File: src/rtl/id_ex_operand_stage_pkg.sv
// Shared types for the ID/EX operand stage: operand selects, the registered
// ID/EX bundle and its bubble value.
package pipeline_pkg;

    localparam int DATAWIDTH   = 32;
    localparam int REG_AW      = 5;
    localparam int SHIFT_WIDTH = 5;

    typedef enum logic [1:0] {
        SRCA_RS1  = 2'b00,
        SRCA_PC   = 2'b01,
        SRCA_ZERO = 2'b10
    } srca_sel_e;

    typedef enum logic {
        SRCB_RS2 = 1'b0,
        SRCB_IMM = 1'b1
    } srcb_sel_e;

    localparam logic [2:0] BRANCH_NONE = 3'b111;
    localparam logic [3:0] ALU_ADD     = 4'b0000;

    typedef struct packed {
        logic                 valid;
        logic [DATAWIDTH-1:0] rs1_data;
        logic [DATAWIDTH-1:0] rs2_data;
        logic [DATAWIDTH-1:0] imm;
        logic [DATAWIDTH-1:0] pc;
        logic [REG_AW-1:0]    rs1_addr;
        logic [REG_AW-1:0]    rs2_addr;
        logic [REG_AW-1:0]    rd_addr;
        logic [3:0]           alu_ctrl;
        logic [2:0]           branch_ctrl;
        srca_sel_e            srca_sel;
        srcb_sel_e            srcb_sel;
        logic                 shamt_imm;
        logic                 reg_write;
        logic                 mem_read;
    } id_ex_t;

    localparam id_ex_t ID_EX_BUBBLE = '{
        valid:       1'b0,
        rs1_data:    '0,
        rs2_data:    '0,
        imm:         '0,
        pc:          '0,
        rs1_addr:    '0,
        rs2_addr:    '0,
        rd_addr:     '0,
        alu_ctrl:    ALU_ADD,
        branch_ctrl: BRANCH_NONE,
        srca_sel:    SRCA_RS1,
        srcb_sel:    SRCB_RS2,
        shamt_imm:   1'b0,
        reg_write:   1'b0,
        mem_read:    1'b0
    };

    // A bypass source matches only when it writes, targets q, and q is not x0.
    function automatic logic bypass_hit(input logic             wr,
                                        input logic [REG_AW-1:0] rd,
                                        input logic [REG_AW-1:0] q);
        return wr && (rd == q) && (q != '0);
    endfunction

endpackage

File: src/rtl/id_ex_operand_stage_if.sv
// Decode/hazard-control side of the ID/EX operand stage: ID bundle, bypass
// taps from later stages, and the operands driven into the ALU.
interface id_ex_operand_stage_if;
    import pipeline_pkg::*;

    logic                   stall_i;
    logic                   flush_i;

    logic                   id_valid_i;
    logic [DATAWIDTH-1:0]   id_rs1_data_i;
    logic [DATAWIDTH-1:0]   id_rs2_data_i;
    logic [DATAWIDTH-1:0]   id_imm_i;
    logic [DATAWIDTH-1:0]   id_pc_i;
    logic [REG_AW-1:0]      id_rs1_addr_i;
    logic [REG_AW-1:0]      id_rs2_addr_i;
    logic [REG_AW-1:0]      id_rd_addr_i;
    logic [3:0]             id_alu_ctrl_i;
    logic [2:0]             id_branch_ctrl_i;
    logic [1:0]             id_srca_sel_i;
    logic                   id_srcb_sel_i;
    logic                   id_shamt_imm_i;
    logic                   id_reg_write_i;
    logic                   id_mem_read_i;

    logic [REG_AW-1:0]      exmem_rd_addr_i;
    logic                   exmem_reg_write_i;
    logic [DATAWIDTH-1:0]   exmem_result_i;
    logic [REG_AW-1:0]      memwb_rd_addr_i;
    logic                   memwb_reg_write_i;
    logic [DATAWIDTH-1:0]   memwb_result_i;

    logic [DATAWIDTH-1:0]   SrcA_o;
    logic [DATAWIDTH-1:0]   SrcB_o;
    logic [3:0]             ALUctrl_o;
    logic [2:0]             BranchCtrl_o;
    logic [SHIFT_WIDTH-1:0] shift_o;
    logic                   ex_valid_o;
    logic [REG_AW-1:0]      ex_rd_addr_o;
    logic                   ex_reg_write_o;
    logic                   ex_mem_read_o;
    logic [DATAWIDTH-1:0]   ex_store_data_o;
    logic [DATAWIDTH-1:0]   ex_pc_o;
    logic                   load_use_o;

    modport master (
        output stall_i, flush_i,
        output id_valid_i, id_rs1_data_i, id_rs2_data_i, id_imm_i, id_pc_i,
        output id_rs1_addr_i, id_rs2_addr_i, id_rd_addr_i,
        output id_alu_ctrl_i, id_branch_ctrl_i, id_srca_sel_i, id_srcb_sel_i,
        output id_shamt_imm_i, id_reg_write_i, id_mem_read_i,
        output exmem_rd_addr_i, exmem_reg_write_i, exmem_result_i,
        output memwb_rd_addr_i, memwb_reg_write_i, memwb_result_i,
        input  SrcA_o, SrcB_o, ALUctrl_o, BranchCtrl_o, shift_o,
        input  ex_valid_o, ex_rd_addr_o, ex_reg_write_o, ex_mem_read_o,
        input  ex_store_data_o, ex_pc_o, load_use_o
    );

    modport slave (
        input  stall_i, flush_i,
        input  id_valid_i, id_rs1_data_i, id_rs2_data_i, id_imm_i, id_pc_i,
        input  id_rs1_addr_i, id_rs2_addr_i, id_rd_addr_i,
        input  id_alu_ctrl_i, id_branch_ctrl_i, id_srca_sel_i, id_srcb_sel_i,
        input  id_shamt_imm_i, id_reg_write_i, id_mem_read_i,
        input  exmem_rd_addr_i, exmem_reg_write_i, exmem_result_i,
        input  memwb_rd_addr_i, memwb_reg_write_i, memwb_result_i,
        output SrcA_o, SrcB_o, ALUctrl_o, BranchCtrl_o, shift_o,
        output ex_valid_o, ex_rd_addr_o, ex_reg_write_o, ex_mem_read_o,
        output ex_store_data_o, ex_pc_o, load_use_o
    );

endinterface

File: src/rtl/id_ex_operand_stage_forward_mux.sv
// RAW bypass for one source operand: EX/MEM beats MEM/WB, x0 never forwarded.
// Latency: combinational. Backpressure: none.
module forward_mux
    import pipeline_pkg::*;
(
    input  logic [REG_AW-1:0]    addr,
    input  logic [DATAWIDTH-1:0] reg_data,
    input  logic [REG_AW-1:0]    exmem_rd_addr,
    input  logic                 exmem_reg_write,
    input  logic [DATAWIDTH-1:0] exmem_result,
    input  logic [REG_AW-1:0]    memwb_rd_addr,
    input  logic                 memwb_reg_write,
    input  logic [DATAWIDTH-1:0] memwb_result,
    output logic [DATAWIDTH-1:0] fwd_data
);

    always_comb begin
        fwd_data = reg_data;
        if (bypass_hit(exmem_reg_write, exmem_rd_addr, addr)) begin
            fwd_data = exmem_result;
        end else if (bypass_hit(memwb_reg_write, memwb_rd_addr, addr)) begin
            fwd_data = memwb_result;
        end
    end

endmodule

File: src/rtl/id_ex_operand_stage.sv
// ID/EX register with operand forwarding and ALU operand selection.
// Latency: 1 cycle ID->EX; forwarding and load_use are combinational.
// Backpressure: stall holds the register, flush (higher priority) loads a bubble.
module id_ex_operand_stage
    import pipeline_pkg::*;
(
    input  logic             clk_i,
    input  logic             rst_n_i,
    id_ex_operand_stage_if.slave bus
);

    id_ex_t               ex_q;
    id_ex_t               ex_d;
    logic [DATAWIDTH-1:0] rs1_fwd;
    logic [DATAWIDTH-1:0] rs2_fwd;

    always_comb begin
        ex_d = ex_q;
        if (bus.flush_i) begin
            ex_d = ID_EX_BUBBLE;
        end else if (!bus.stall_i) begin
            if (!bus.id_valid_i) begin
                ex_d = ID_EX_BUBBLE;
            end else begin
                ex_d.valid       = 1'b1;
                ex_d.rs1_data    = bus.id_rs1_data_i;
                ex_d.rs2_data    = bus.id_rs2_data_i;
                ex_d.imm         = bus.id_imm_i;
                ex_d.pc          = bus.id_pc_i;
                ex_d.rs1_addr    = bus.id_rs1_addr_i;
                ex_d.rs2_addr    = bus.id_rs2_addr_i;
                ex_d.rd_addr     = bus.id_rd_addr_i;
                ex_d.alu_ctrl    = bus.id_alu_ctrl_i;
                ex_d.branch_ctrl = bus.id_branch_ctrl_i;
                ex_d.srca_sel    = srca_sel_e'(bus.id_srca_sel_i);
                ex_d.srcb_sel    = srcb_sel_e'(bus.id_srcb_sel_i);
                ex_d.shamt_imm   = bus.id_shamt_imm_i;
                ex_d.reg_write   = bus.id_reg_write_i;
                ex_d.mem_read    = bus.id_mem_read_i;
            end
        end
    end

    always_ff @(posedge clk_i or negedge rst_n_i) begin
        if (!rst_n_i) begin
            ex_q <= ID_EX_BUBBLE;
        end else begin
            ex_q <= ex_d;
        end
    end

    forward_mux u_fwd_rs1 (
        .addr            (ex_q.rs1_addr),
        .reg_data        (ex_q.rs1_data),
        .exmem_rd_addr   (bus.exmem_rd_addr_i),
        .exmem_reg_write (bus.exmem_reg_write_i),
        .exmem_result    (bus.exmem_result_i),
        .memwb_rd_addr   (bus.memwb_rd_addr_i),
        .memwb_reg_write (bus.memwb_reg_write_i),
        .memwb_result    (bus.memwb_result_i),
        .fwd_data        (rs1_fwd)
    );

    forward_mux u_fwd_rs2 (
        .addr            (ex_q.rs2_addr),
        .reg_data        (ex_q.rs2_data),
        .exmem_rd_addr   (bus.exmem_rd_addr_i),
        .exmem_reg_write (bus.exmem_reg_write_i),
        .exmem_result    (bus.exmem_result_i),
        .memwb_rd_addr   (bus.memwb_rd_addr_i),
        .memwb_reg_write (bus.memwb_reg_write_i),
        .memwb_result    (bus.memwb_result_i),
        .fwd_data        (rs2_fwd)
    );

    // The unused select encoding 11 falls into the zero operand.
    always_comb begin
        bus.SrcA_o = '0;
        case (ex_q.srca_sel)
            SRCA_RS1: bus.SrcA_o = rs1_fwd;
            SRCA_PC:  bus.SrcA_o = ex_q.pc;
            default:  bus.SrcA_o = '0;
        endcase
    end

    assign bus.SrcB_o          = (ex_q.srcb_sel == SRCB_IMM) ? ex_q.imm : rs2_fwd;
    assign bus.shift_o         = ex_q.shamt_imm ? ex_q.imm[SHIFT_WIDTH-1:0]
                                                : rs2_fwd[SHIFT_WIDTH-1:0];
    assign bus.ex_store_data_o = rs2_fwd;
    assign bus.ALUctrl_o       = ex_q.alu_ctrl;
    assign bus.BranchCtrl_o    = ex_q.branch_ctrl;
    assign bus.ex_valid_o      = ex_q.valid;
    assign bus.ex_rd_addr_o    = ex_q.rd_addr;
    assign bus.ex_reg_write_o  = ex_q.reg_write;
    assign bus.ex_mem_read_o   = ex_q.mem_read;
    assign bus.ex_pc_o         = ex_q.pc;

    // A load in EX cannot be bypassed to the instruction now in decode.
    assign bus.load_use_o = ex_q.valid && ex_q.mem_read && (ex_q.rd_addr != '0)
                            && ((ex_q.rd_addr == bus.id_rs1_addr_i)
                             || (ex_q.rd_addr == bus.id_rs2_addr_i));

endmodule
File: src/flat_wrapper.sv
// flat-port wrapper written by rule: the top's interface ports become plain ports
module id_ex_operand_stage_flat import pipeline_pkg::*;
  (clk_i, rst_n_i, bus_stall_i, bus_flush_i, bus_id_valid_i, bus_id_rs1_data_i, bus_id_rs2_data_i, bus_id_imm_i, bus_id_pc_i, bus_id_rs1_addr_i, bus_id_rs2_addr_i, bus_id_rd_addr_i, bus_id_alu_ctrl_i, bus_id_branch_ctrl_i, bus_id_srca_sel_i, bus_id_srcb_sel_i, bus_id_shamt_imm_i, bus_id_reg_write_i, bus_id_mem_read_i, bus_exmem_rd_addr_i, bus_exmem_reg_write_i, bus_exmem_result_i, bus_memwb_rd_addr_i, bus_memwb_reg_write_i, bus_memwb_result_i, bus_SrcA_o, bus_SrcB_o, bus_ALUctrl_o, bus_BranchCtrl_o, bus_shift_o, bus_ex_valid_o, bus_ex_rd_addr_o, bus_ex_reg_write_o, bus_ex_mem_read_o, bus_ex_store_data_o, bus_ex_pc_o, bus_load_use_o);
  id_ex_operand_stage_if bus_i ();
  input  logic clk_i;
  input  logic rst_n_i;
  input wire logic [$bits(bus_i.stall_i)-1:0] bus_stall_i;
  input wire logic [$bits(bus_i.flush_i)-1:0] bus_flush_i;
  input wire logic [$bits(bus_i.id_valid_i)-1:0] bus_id_valid_i;
  input wire logic [$bits(bus_i.id_rs1_data_i)-1:0] bus_id_rs1_data_i;
  input wire logic [$bits(bus_i.id_rs2_data_i)-1:0] bus_id_rs2_data_i;
  input wire logic [$bits(bus_i.id_imm_i)-1:0] bus_id_imm_i;
  input wire logic [$bits(bus_i.id_pc_i)-1:0] bus_id_pc_i;
  input wire logic [$bits(bus_i.id_rs1_addr_i)-1:0] bus_id_rs1_addr_i;
  input wire logic [$bits(bus_i.id_rs2_addr_i)-1:0] bus_id_rs2_addr_i;
  input wire logic [$bits(bus_i.id_rd_addr_i)-1:0] bus_id_rd_addr_i;
  input wire logic [$bits(bus_i.id_alu_ctrl_i)-1:0] bus_id_alu_ctrl_i;
  input wire logic [$bits(bus_i.id_branch_ctrl_i)-1:0] bus_id_branch_ctrl_i;
  input wire logic [$bits(bus_i.id_srca_sel_i)-1:0] bus_id_srca_sel_i;
  input wire logic [$bits(bus_i.id_srcb_sel_i)-1:0] bus_id_srcb_sel_i;
  input wire logic [$bits(bus_i.id_shamt_imm_i)-1:0] bus_id_shamt_imm_i;
  input wire logic [$bits(bus_i.id_reg_write_i)-1:0] bus_id_reg_write_i;
  input wire logic [$bits(bus_i.id_mem_read_i)-1:0] bus_id_mem_read_i;
  input wire logic [$bits(bus_i.exmem_rd_addr_i)-1:0] bus_exmem_rd_addr_i;
  input wire logic [$bits(bus_i.exmem_reg_write_i)-1:0] bus_exmem_reg_write_i;
  input wire logic [$bits(bus_i.exmem_result_i)-1:0] bus_exmem_result_i;
  input wire logic [$bits(bus_i.memwb_rd_addr_i)-1:0] bus_memwb_rd_addr_i;
  input wire logic [$bits(bus_i.memwb_reg_write_i)-1:0] bus_memwb_reg_write_i;
  input wire logic [$bits(bus_i.memwb_result_i)-1:0] bus_memwb_result_i;
  output wire logic [$bits(bus_i.SrcA_o)-1:0] bus_SrcA_o;
  output wire logic [$bits(bus_i.SrcB_o)-1:0] bus_SrcB_o;
  output wire logic [$bits(bus_i.ALUctrl_o)-1:0] bus_ALUctrl_o;
  output wire logic [$bits(bus_i.BranchCtrl_o)-1:0] bus_BranchCtrl_o;
  output wire logic [$bits(bus_i.shift_o)-1:0] bus_shift_o;
  output wire logic [$bits(bus_i.ex_valid_o)-1:0] bus_ex_valid_o;
  output wire logic [$bits(bus_i.ex_rd_addr_o)-1:0] bus_ex_rd_addr_o;
  output wire logic [$bits(bus_i.ex_reg_write_o)-1:0] bus_ex_reg_write_o;
  output wire logic [$bits(bus_i.ex_mem_read_o)-1:0] bus_ex_mem_read_o;
  output wire logic [$bits(bus_i.ex_store_data_o)-1:0] bus_ex_store_data_o;
  output wire logic [$bits(bus_i.ex_pc_o)-1:0] bus_ex_pc_o;
  output wire logic [$bits(bus_i.load_use_o)-1:0] bus_load_use_o;
  assign bus_i.stall_i = bus_stall_i;
  assign bus_i.flush_i = bus_flush_i;
  assign bus_i.id_valid_i = bus_id_valid_i;
  assign bus_i.id_rs1_data_i = bus_id_rs1_data_i;
  assign bus_i.id_rs2_data_i = bus_id_rs2_data_i;
  assign bus_i.id_imm_i = bus_id_imm_i;
  assign bus_i.id_pc_i = bus_id_pc_i;
  assign bus_i.id_rs1_addr_i = bus_id_rs1_addr_i;
  assign bus_i.id_rs2_addr_i = bus_id_rs2_addr_i;
  assign bus_i.id_rd_addr_i = bus_id_rd_addr_i;
  assign bus_i.id_alu_ctrl_i = bus_id_alu_ctrl_i;
  assign bus_i.id_branch_ctrl_i = bus_id_branch_ctrl_i;
  assign bus_i.id_srca_sel_i = bus_id_srca_sel_i;
  assign bus_i.id_srcb_sel_i = bus_id_srcb_sel_i;
  assign bus_i.id_shamt_imm_i = bus_id_shamt_imm_i;
  assign bus_i.id_reg_write_i = bus_id_reg_write_i;
  assign bus_i.id_mem_read_i = bus_id_mem_read_i;
  assign bus_i.exmem_rd_addr_i = bus_exmem_rd_addr_i;
  assign bus_i.exmem_reg_write_i = bus_exmem_reg_write_i;
  assign bus_i.exmem_result_i = bus_exmem_result_i;
  assign bus_i.memwb_rd_addr_i = bus_memwb_rd_addr_i;
  assign bus_i.memwb_reg_write_i = bus_memwb_reg_write_i;
  assign bus_i.memwb_result_i = bus_memwb_result_i;
  assign bus_SrcA_o = bus_i.SrcA_o;
  assign bus_SrcB_o = bus_i.SrcB_o;
  assign bus_ALUctrl_o = bus_i.ALUctrl_o;
  assign bus_BranchCtrl_o = bus_i.BranchCtrl_o;
  assign bus_shift_o = bus_i.shift_o;
  assign bus_ex_valid_o = bus_i.ex_valid_o;
  assign bus_ex_rd_addr_o = bus_i.ex_rd_addr_o;
  assign bus_ex_reg_write_o = bus_i.ex_reg_write_o;
  assign bus_ex_mem_read_o = bus_i.ex_mem_read_o;
  assign bus_ex_store_data_o = bus_i.ex_store_data_o;
  assign bus_ex_pc_o = bus_i.ex_pc_o;
  assign bus_load_use_o = bus_i.load_use_o;
  id_ex_operand_stage u_core (.clk_i(clk_i), .rst_n_i(rst_n_i), .bus(bus_i));
endmodule
File: config.mk
export PLATFORM = sky130hd
export DESIGN_NAME = id_ex_operand_stage_flat
export DESIGN_NICKNAME = d
export VERILOG_FILES = /design/src/rtl/id_ex_operand_stage_pkg.sv /design/src/rtl/id_ex_operand_stage_if.sv /design/src/rtl/id_ex_operand_stage_forward_mux.sv /design/src/rtl/id_ex_operand_stage.sv /design/src/flat_wrapper.sv
export SDC_FILE = /design/constraint.sdc
export NUM_CORES = 1
export LEC_CHECK = 0
export BUFFER_PORTS_ARGS = -buffer_cell sky130_fd_sc_hd__buf_2
export CAP_MARGIN = 40
export CORE_ASPECT_RATIO = 0.8
export CORE_MARGIN = 3
export CORE_UTILIZATION = 45
export DETAILED_ROUTE_END_ITERATION = 12
export PLACE_DENSITY_LB_ADDON = 0.2
export SYNTH_ARGS = -nofsm -noshare
export SYNTH_HDL_FRONTEND = slang
export SYNTH_HIERARCHICAL = 1
export SYNTH_SLANG_ARGS = --single-unit
File: constraint.sdc
create_clock -name clk_i -period 3.15 [get_ports clk_i]
set_input_delay 0.63 -clock clk_i [delete_from_list [all_inputs] [get_ports clk_i]]
set_output_delay 0.63 -clock clk_i [all_outputs]
set_load 0.03 [all_outputs]
==> results.py, run 1 <==
metrics = {
    "pwr": {
        "switchingPower_mw": 1.764,
        "internal-power_mw": 3.928,
        "peakVddDrop_mv": 0.3291,
        "power.leakage_nw": 7.135,
        "p_sw_share_pct": 30.99,
        "pwr-share-clk_pct": 36.9,
        "comb_power_share_pct": 25.1,
        "pwr-share-seq_pct": 38.0,
        "powerDensity_nw_per_um2": 382.0,
    },
    "yosys": {
        "syn_area_sq_um": 9179,
        "synth_warnings": 6,
        "syn-mean-instance-area_sq_um": 9.934,
        "syn_nets": 1161,
        "ys_types": 33,
        "synth_cells": 924,
        "synth.area.mux_share_pct": 8.029,
        "synthAdderAreaFrac_pct": 0,
        "synth_top_family_by_area": "compound AO/OA/AOI/OAI gates",
        "synth_xor_area_share_pct": 2.863,
        "synth-compound-area-share_pct": 23.61,
        "yosysSeqAreaShare_pct": 42.84,
        "synth-seq-cells": 157,
        "synthSimpleGateAreaFrac_pct": 10.51,
    },
    "global_route": {
        "gr-usage-all-layers_pct": 34.29,
        "grt_antenna_before_repair": 17,
        "grt_pass1_wl_um": 59010,
        "gr-total-overflow": 0,
        "grt_max_degree": 87,
        "grt_pass1_vias": 9547,
    },
    "final_layout": {
        "utilization_pct": 74.82,
        "finish.net_count": 1552,
        "areaGrowthSynthToFinish_pct": 62.34,
        "num-fill-cells": 1391,
        "drive_above_1_share_pct": 54.82,
    },
    "drt": {
        "drc": 0,
        "wl_um": 41890,
        "ant_nets": 0,
        "dr_total_vias": 9765,
        "drtIter0Drc": 1062,
        "firstDrtPassIters": 5,
        "vias_per_cell": 6.096,
        "wl_per_cell_um": 26.15,
    },
    "setup_path": {
        "cp.required_ns": 2.52,
        "criticalPathCategory": "flip-flop to output pin",
        "crit_arrival_ns": 2.92,
        "critPathCaptureType": "output pin",
        "crit_path_start_kind": "flip-flop",
        "worstPathMaxFanout": 8,
    },
    "sta": {
        "relSlewSlack_pct": 40.13,
        "worst_slew_pin_slew_ns": 0.8980,
        "rsz0062_at_grt": "true",
        "min_period_ns": 3.546,
        "fin_tns_setup_ns": -22.07,
        "skew_ns": 0,
        "finalCritPeriodShare_pct": 112.6,
        "drv_slew": 0,
        "fin_hold_ws_ns": 0.4051,
        "hold_viol_final": 0,
        "setup_viol": 101,
        "fmax_mhz": 282.0,
        "setup_ws_ns": -0.3956,
    },
    "run_status": {
        "violations": "negative setup slack",
        "status": "finished, violations left",
    },
    "place": {
        "hpwl_um": 23890,
        "routabilityCongestion": 1.012,
        "io_buffers": 385,
    },
    "run": {
        "maxCapViolations": 0,
    },
    "cts": {
        "cts_buffers": 17,
        "cts_max_level": 4,
        "cts_tree": "done",
        "clockBufferDepth": 2,
        "path_clk_slew_ns": 0.07,
        "cts.sinks": 157,
        "cts_root_buf": "clkbuf_16",
        "clkLatencyLatePin_ns": 0.43,
    },
    "floorplan": {
        "rows": 46,
        "die_y_um": 133.7,
        "fp.coreArea_sq_um": 19910,
        "initial_utilization_pct": 46.09,
        "die_area_sq_um": 22160,
        "num_io_pins": 386,
        "die_w_um": 165.7,
    },
    "min_path": {
        "hold_path_class": "input port to flip-flop",
    },
}
[cell type report]
type                       count  area [sq um]  area share, %
clock buffer                  20         446.7          2.998
tap                          264         330.3          2.217
inverter                      64         240.2          1.612
timing repair buffer         506          4248          28.51
sequential                   157          3940          26.44
antenna                       10         25.02         0.1679
clock inverter                12         138.9         0.9321
multi-input combinational    569          5532          37.12
[worst max-delay path: stages (launching register included)]
cell	delay [ns]
dfrtp_1	0.40
or4_4	0.56
buf_6	0.14
o211ai_4	0.27
buf_12	0.19
buf_12	0.15
nor3_1	0.06
a31oi_1	0.27
mux2i_1	0.11
nor2_1	0.14
buf_4	0.18
[cells in the final DEF, fill, tap and decap left out, types with 10 or more instances in the layout]
cell type,netlist,routed
buf_4,56,57
clkbuf_16,0,20
dfrtp_1,154,148
buf_6,15,113
mux2_4,0,33
buf_2,36,283
nor3_4,0,29
o21ai_2,0,21
buf_16,0,11
diode_2,0,10
a31oi_4,0,37
xnor2_1,24,20
a31oi_1,64,22
buf_12,0,31
inv_1,64,64
mux2i_1,32,32
or3_4,0,30
o21ai_0,60,11
a22o_1,153,153
o21ai_1,4,31
nor2_1,32,31
or3_1,64,34
nor3_1,66,30
[power groups by stage]
| stage | logic [mW] | clock network (mW) | registers, mW |
|---|---|---|---|
| after global routing | 1.50 | 2.21 | 2.17 |
| after detailed placement | 0.991 | 0 | 2.19 |
| after global placement | 0.979 | 0 | 2.19 |
| final | 1.43 | 2.10 | 2.16 |
| after floorplan | 0.590 | 0 | 2.17 |
| after CTS | 1.30 | 2.11 | 2.16 |
[flip-flops by register name, indices dropped and copies added (netlist names)]
| signal | count |
|---|---|
| u_core/ex_q | 110 |
| u_core/bus.ex_mem_read_o | 1 |
| u_core/bus.ex_reg_write_o | 1 |
| u_core/bus.BranchCtrl_o | 3 |
| u_core/bus.ex_valid_o | 1 |
| u_core/bus.ex_rd_addr_o | 5 |
| u_core/bus.ex_pc_o | 32 |
| u_core/bus.ALUctrl_o | 4 |
[kinds of logic (layout without fill, tap and decap cells)]
group	count (synthesis)	count (layout)
xor+xnor	30	30
mux	69	69
flops	157	157
simple gates	179	180
buf+inv	199	602
other cells	0	10
compound gates	290	290
[through the flow]
step                area (sq um)  std cells  worst slack (ns)  total power [mW]
floorplan                   9354        924           0.01126             2.761
global placement           11290       1482          -0.03105             3.172
detailed placement         11320       1483           0.01623             3.184
CTS                        14090       1563           -0.2950             5.571
global route               14900       1602           -0.4371             5.876
finish                     14900       1602           -0.3956             5.692
[cell usage after synthesis (all sizes together)]
master | number | area, sq um
nand2 | 2 | 7.510
buf | 107 | 769.5
a22o | 153 | 1340
nor2 | 32 | 120.1
nor3b | 1 | 7.510
a21oi | 1 | 5.000
o21ai | 64 | 320.3
dfrtp | 154 | 3854
mux2 | 37 | 416.7
dfstp | 3 | 78.83
xor2 | 6 | 52.55
nor3 | 66 | 330.3
inv | 64 | 240.2
xnor2 | 24 | 210.2
or2 | 2 | 12.51
mux2i | 32 | 320.3
nand2b | 1 | 6.260
or3b | 1 | 8.760
a31oi | 64 | 400.4
o22a | 3 | 26.28
or3 | 64 | 400.4
clkbuf | 28 | 105.1
o211ai | 5 | 75.07
or4 | 3 | 30.03
nand3 | 2 | 10.01
nand4 | 4 | 25.02
nor2b | 1 | 6.260
[layer usage]
| layer | share of wire, % | global-route usage (%) | vias to the layer above | wire, um |
|---|---|---|---|---|
| met5 | 0.17 | 0 | - | 73 |
| met4 | 2.8 | 12.01 | 14 | 1160 |
| met3 | 11 | 9.760 | 91 | 4675 |
| met2 | 47 | 52.98 | 666 | 19530 |
| met1 | 39 | 46.54 | 4823 | 16450 |
| li1 | - | - | 4171 | - |
[final timing paths]
path	startpoint	endpoint	slack [ns]	cells after the start
worst min register to register	u_core/bus.ALUctrl_o[3]$_DFFE_PN0P_	u_core/bus.ALUctrl_o[3]$_DFFE_PN0P_	0.50	1
worst min-delay path	bus_id_reg_write_i	u_core/bus.ex_reg_write_o$_DFFE_PN0P_	0.41	2
worst max register to register	u_core/ex_q[4]$_DFFE_PN0P_	u_core/ex_q[4]$_DFFE_PN0P_	1.84	1
min in group asynchronous	rst_n_i	u_core/ex_q[62]$_DFFE_PN0P_	0.56	2
max in group asynchronous	rst_n_i	u_core/ex_q[93]$_DFFE_PN0P_	1.67	4
worst max-delay path	u_core/ex_q[24]$_DFFE_PN0P_	bus_SrcA_o[27]	-0.40	10
[what timing repair did]
item                                    4_1_cts  5_1_grt
pin swaps                                    57       59
gates resized for setup                     381      143
setup buffers                                31       40
hold endpoints to repair                      1        0
cloned                                       19        6
endpoints found under the setup margin      101      101
hold buffers                                  1        0
Note: power is estimated with default switching activity, not from simulation.
==> run 2, diff against run 1 <==
CORE_MARGIN = 8   (was 3)
==> results.py, run 2 (same netlist as run 1, synthesis figures left out) <==
metrics = {
    "cts": {
        "cts.sinks": 157,
        "clkLatencyLatePin_ns": 0.43,
        "path_clk_slew_ns": 0.07,
        "cts_tree": "done",
        "cts_max_level": 4,
        "cts_root_buf": "clkbuf_16",
        "clockBufferDepth": 2,
        "cts_buffers": 17,
    },
    "pwr": {
        "switchingPower_mw": 1.749,
        "peakVddDrop_mv": 0.2607,
        "p_sw_share_pct": 31.49,
        "powerDensity_nw_per_um2": 390.9,
        "pwr-share-seq_pct": 39.1,
        "power.leakage_nw": 6.731,
        "pwr-share-clk_pct": 37.2,
        "p_total_mw": 5.553,
        "comb_power_share_pct": 23.7,
        "internal-power_mw": 3.805,
    },
    "setup_path": {
        "worstPathMaxFanout": 6,
        "cp.required_ns": 2.52,
        "reg2reg_to": "u_core/ex_q[5]$_DFFE_PN0P_",
        "worstReg2RegStart": "u_core/ex_q[5]$_DFFE_PN0P_",
        "critPathCaptureType": "output pin",
        "criticalPathCategory": "flip-flop to output pin",
        "crit_arrival_ns": 2.78,
        "ff2ff_path_depth": 1,
        "startpoint": "u_core/ex_q[20]$_DFFE_PN0P_",
        "crit_path_start_kind": "flip-flop",
        "reg2reg_slack_ns": 1.90,
    },
    "sta": {
        "hold_viol_final": 0,
        "fin_tns_setup_ns": -13.47,
        "min_period_ns": 3.407,
        "rsz0062_at_grt": "true",
        "setup_viol": 88,
        "drv_slew": 0,
        "worst_slew_pin_slew_ns": 0.9024,
        "relSlewSlack_pct": 39.84,
        "finalCritPeriodShare_pct": 108.1,
        "setup_ws_ns": -0.2565,
        "skew_ns": 0,
        "fmax_mhz": 293.6,
        "fin_hold_ws_ns": 0.1707,
    },
    "run": {
        "maxCapViolations": 0,
    },
    "run_status": {
        "status": "finished, violations left",
        "violations": "negative setup slack",
    },
    "place": {
        "dp_cells": 1475,
        "hpwl_um": 25520,
        "routabilityCongestion": 0.9264,
        "io_buffers": 385,
        "placed_area_sq_um": 11240,
    },
    "final_layout": {
        "areaGrowthSynthToFinish_pct": 54.78,
        "layout_common_cells": "283 x buf_2, 153 x a22o_1, 149 x dfrtp_1, 93 x buf_6",
        "finish.net_count": 1525,
        "postLayoutCellArea_sq_um": 14210,
        "largest_register_ffs": 110,
        "final_common_cell": "buf_2",
        "max_flop_register": "u_core/ex_q",
        "drive_above_1_share_pct": 51.73,
        "stdcell_count": 1573,
    },
    "floorplan": {
        "die_area_sq_um": 25250,
        "die_w_um": 175.7,
        "initial_utilization_pct": 46.09,
        "die_y_um": 143.7,
        "fp.coreArea_sq_um": 19910,
        "num_io_pins": 386,
        "rows": 46,
    },
    "drt": {
        "ant_nets": 0,
        "drtIter0Drc": 1015,
        "firstDrtPassIters": 5,
        "dr_total_vias": 9491,
        "vias_per_cell": 6.034,
        "wl_per_cell_um": 26.15,
        "drc": 0,
        "wl_um": 41130,
    },
    "global_route": {
        "grt_pass1_wl_um": 56020,
        "gr-total-overflow": 0,
        "grt_pass1_vias": 9378,
        "grt_max_degree": 83,
        "gr-usage-all-layers_pct": 28.74,
        "grt_antenna_before_repair": 9,
    },
    "min_path": {
        "hold_path_class": "input port to async pin",
    },
}
==> run 2: changes by cell type in the layout (fill, tap and decap cells not counted), sizes merged <==
cell and delta:
buf -31, clkbuf +6, inv +4, clkinv -2, diode -2, bufbuf -1, bufinv -1, dlygate4sd3 -1
or2 -1
==> run 2: worst max path at each step <==
stage / slack (ns) / cells after the start / to
2_1_floorplan: 0.01 / 6 / bus_SrcB_o[0]
3_3_place_gp: -0.005 / 10 / bus_SrcA_o[11]
3_5_place_dp: -0.07 / 10 / bus_SrcA_o[28]
4_1_cts: -0.20 / 11 / bus_SrcA_o[14]
5_1_grt: -0.35 / 11 / bus_SrcA_o[18]
6_report: -0.26 / 9 / bus_SrcB_o[6]
==> run 2: cell type report <==
type	instances	area (sq um)
tap	264	330.3
clock buffer	19	442.9
inverter	64	240.2
antenna	8	20.02
timing repair buffer	480	3852
sequential	157	3939
fill	1458	5707
clock inverter	13	131.4
multi-input combinational	568	5251
==> run 2: per-stage QoR <==
step	util [%]	setup slack [ns]
floorplan	-	0.01126
global placement	56.35	-0.005007
detailed placement	56.45	-0.06931
CTS	65.41	-0.2048
global route	71.34	-0.3496
finish	71.34	-0.2565
==> run 2: critical path: stages, from the launching register on <==
cell and delay, ns:
dfrtp_1 0.38, or4_4 0.57, o211ai_4 0.29, buf_12 0.19, buf_12 0.13, buf_16 0.14, or3_4 0.13, a31oi_4 0.08
mux2_4 0.29, buf_6 0.14
==> run 2: power groups by stage <==
stage / logic, mW / registers, mW / clock network [mW]
after CTS: 1.16 / 2.16 / 2.07
after global placement: 0.972 / 2.20 / 0
after global routing: 1.38 / 2.18 / 2.17
final: 1.32 / 2.17 / 2.07
after detailed placement: 0.985 / 2.20 / 0
after floorplan: 0.590 / 2.17 / 0
==> run 2: per-layer routing <==
layer	share of wire [%]	vias up	track usage, %
li1	-	4116	-
met1	40	4644	37.38
met2	47	622	45.57
met3	10	107	7.842
met4	3.0	2	9.795
met5	0.019	-	0
==> run 2: timing repair <==
| item | 4_1_cts | 5_1_grt |
|---|---|---|
| hold buffers | 0 | 0 |
| gates resized for setup | 235 | 189 |
| endpoints found under the setup margin | 101 | 101 |
| buffers inserted | 23 | 19 |
| pin swaps | 35 | 48 |
| gates cloned | 8 | 14 |
==> run 3, diff against run 2 <==
REMOVE_ABC_BUFFERS = 1   (was unset)
SYNTH_HIERARCHICAL = unset   (was 1)
==> results.py, run 3 <==
metrics = {
    "run_status": {
        "status": "finished, violations left",
        "violations": "negative setup slack",
    },
    "setup_path": {
        "worstPathMaxFanout": 8,
        "cp_top_family": "simple AND/OR/NAND/NOR gates",
        "cp_common_cell": "buf_4",
        "worstReg2RegStart": "u_core.ex_q[3]$_DFFE_PN0P_",
        "startpoint": "u_core.ex_q[22]$_DFFE_PN0P_",
        "reg2reg_to": "u_core.ex_q[3]$_DFFE_PN0P_",
        "slowest_stage": "or4_4",
        "ff2ff_path_depth": 2,
        "cp.required_ns": 2.52,
        "crit_arrival_ns": 2.72,
        "crit_path_start_kind": "flip-flop",
        "worst_path_largest_cell_delay_ns": 0.58,
        "path_buf_inv": 3,
        "path_cells": "or4_4 -> a21oi_4 -> or3_4 -> buf_12 -> buf_4 -> a221oi_4 -> o31ai_2 -> buf_4",
        "critPathCaptureType": "output pin",
        "reg2reg_slack_ns": 1.92,
        "criticalPathCategory": "flip-flop to output pin",
    },
    "drt": {
        "dr_total_vias": 8642,
        "vias_per_cell": 5.843,
        "drc": 0,
        "ant_nets": 0,
        "wl_um": 35700,
        "drtIter0Drc": 877,
        "wl_per_cell_um": 24.14,
        "firstDrtPassIters": 6,
    },
    "global_route": {
        "grt_pass1_wl_um": 50340,
        "gr-total-overflow": 0,
        "grt_antenna_before_repair": 9,
        "grt_pass1_vias": 8680,
        "gr-usage-all-layers_pct": 27.45,
        "grt_max_degree": 82,
    },
    "final_layout": {
        "max_flop_register": "u_core.ex_q",
        "utilization_pct": 67.80,
        "final_common_cell": "buf_2",
        "num-fill-cells": 1467,
        "largest_register_ffs": 110,
        "layout_common_cells": "298 x buf_2, 150 x dfrtp_1, 146 x a22o_1, 111 x buf_4, 71 x nand2_1",
        "areaGrowthSynthToFinish_pct": 49.21,
        "stdcell_count": 1479,
        "finish.net_count": 1437,
        "drive_above_1_share_pct": 49.46,
    },
    "floorplan": {
        "die_w_um": 169.8,
        "num_io_pins": 386,
        "rows": 45,
        "die_y_um": 139.1,
        "die_area_sq_um": 23620,
        "fp.coreArea_sq_um": 18750,
        "initial_utilization_pct": 45.44,
    },
    "yosys": {
        "async_flop_share_pct": 100.0,
        "synthFlopType": "dfrtp_1",
        "ys_types": 41,
        "synth_top_cells_by_count": "154 x dfrtp_1, 146 x a22o_1, 71 x nand2_1",
        "syn-mean-instance-area_sq_um": 10.19,
        "synthSimpleGateAreaFrac_pct": 10.07,
        "synth_area_leader_cell": "dfrtp_1",
        "synth-compound-area-share_pct": 27.16,
        "synth_edf_count": 0,
        "synth_top_family_by_area": "compound AO/OA/AOI/OAI gates",
        "synth-seq-cells": 157,
        "yosysSeqAreaShare_pct": 46.16,
        "synth_warnings": 0,
        "synth.area.mux_share_pct": 4.582,
        "syn_area_sq_um": 8519,
        "synth_top_area_share_pct": 45.23,
        "synth_top_cells_by_area": "dfrtp_1 45%, a22o_1 15%, mux2i_1 4.6%, buf_4 4.2%, o221ai_1 3.3%",
        "synth_xor_area_share_pct": 2.864,
        "synth_cells": 836,
        "synthAdderAreaFrac_pct": 0,
        "yosysMostFrequentCell": "dfrtp_1",
    },
    "cts": {
        "cts.sinks": 157,
        "cts_buffers": 17,
        "cts_max_level": 4,
        "cts_root_buf": "clkbuf_16",
        "clockBufferDepth": 2,
        "clkLatencyLatePin_ns": 0.42,
        "cts_tree": "done",
        "path_clk_slew_ns": 0.07,
    },
    "pwr": {
        "peakVddDrop_mv": 0.3099,
        "power.leakage_nw": 6.257,
        "powerDensity_nw_per_um2": 412.3,
    },
    "sta": {
        "relSlewSlack_pct": 55.70,
        "worst_slew_pin_slew_ns": 0.6645,
        "setup_ws_ns": -0.2016,
        "drv_slew": 0,
        "skew_ns": 0,
        "fmax_mhz": 298.4,
        "fin_hold_ws_ns": 0.1257,
        "min_period_ns": 3.352,
        "rsz0062_at_grt": "true",
        "hold_viol_final": 0,
        "finalCritPeriodShare_pct": 106.4,
        "setup_viol": 65,
    },
    "place": {
        "io_buffers": 385,
        "hpwl_um": 23540,
        "dp_cells": 1410,
        "routabilityCongestion": 0.9019,
    },
    "min_path": {
        "hold_path_class": "input port to async pin",
    },
    "run": {
        "maxCapViolations": 0,
    },
}
[run 3: how the worst max path moves through the flow]
stage | slack (ns) | end | depth (start not counted)
after floorplan | -6.43 | u_core.bus.ALUctrl_o[0]$_DFFE_PN0P_ | 2
after global placement | -0.16 | bus_SrcB_o[11] | 8
after detailed placement | -0.13 | bus_shift_o[0] | 10
after CTS | -0.13 | bus_SrcB_o[6] | 7
after global routing | -0.28 | bus_SrcB_o[23] | 8
final | -0.20 | bus_SrcB_o[23] | 8
[run 3: area by class of cell]
cell class / instances / area (sq um) / area share, %
diodes: 8 / 20.02 / 0.1575
clock buffers: 18 / 439.2 / 3.455
clock inverters: 14 / 133.9 / 1.053
inverters: 39 / 146.4 / 1.152
multi-input cells: 523 / 4582 / 36.04
flip-flops and latches: 157 / 3938 / 30.97
well taps: 258 / 322.8 / 2.539
repair buffers: 462 / 3131 / 24.63
[run 3: per-stage QoR]
step / power, mW / TNS [ns] / area (sq um) / setup slack, ns
CTS: 5.183 / -4.929 / 11870 / -0.1306
global route: 5.422 / -11.17 / 12710 / -0.2786
floorplan: 2.659 / -1038.12 / 7885 / -6.434
detailed placement: 3.112 / -2.010 / 10700 / -0.1349
global placement: 3.105 / -2.217 / 10700 / -0.1558
finish: 5.241 / -6.741 / 12710 / -0.2016
[run 3: power by group]
group / leakage, nW / internal (mW) / switching, mW
Clock: 0.266 / 1.12 / 0.901
Sequential: 2.13 / 2.09 / 0.0723
Combinational: 3.87 / 0.436 / 0.619
[run 3: what timing repair did]
item | CTS | global route
gates cloned | 1 | 9
resized for setup | 123 | 140
pin swaps | 11 | 45
buffers inserted | 5 | 15
hold buffers | 0 | 0
setup endpoints to repair | 72 | 95
[run 3: cell families after synthesis]
kind of cell / Yosys count
simple gates: 193
xor+xnor: 27
compound gates: 264
mux: 39
flops: 157
buf+inv: 156
[run 3: metal layers]
layer | share of wire, % | track usage (%) | up-vias | wire (um)
li1 | - | - | 3823 | -
met1 | 39 | 34.31 | 4263 | 13920
met2 | 48 | 44.10 | 481 | 17260
met3 | 9.7 | 8.279 | 71 | 3476
met4 | 2.8 | 9.902 | 4 | 1013
met5 | 0.073 | 0 | - | 26
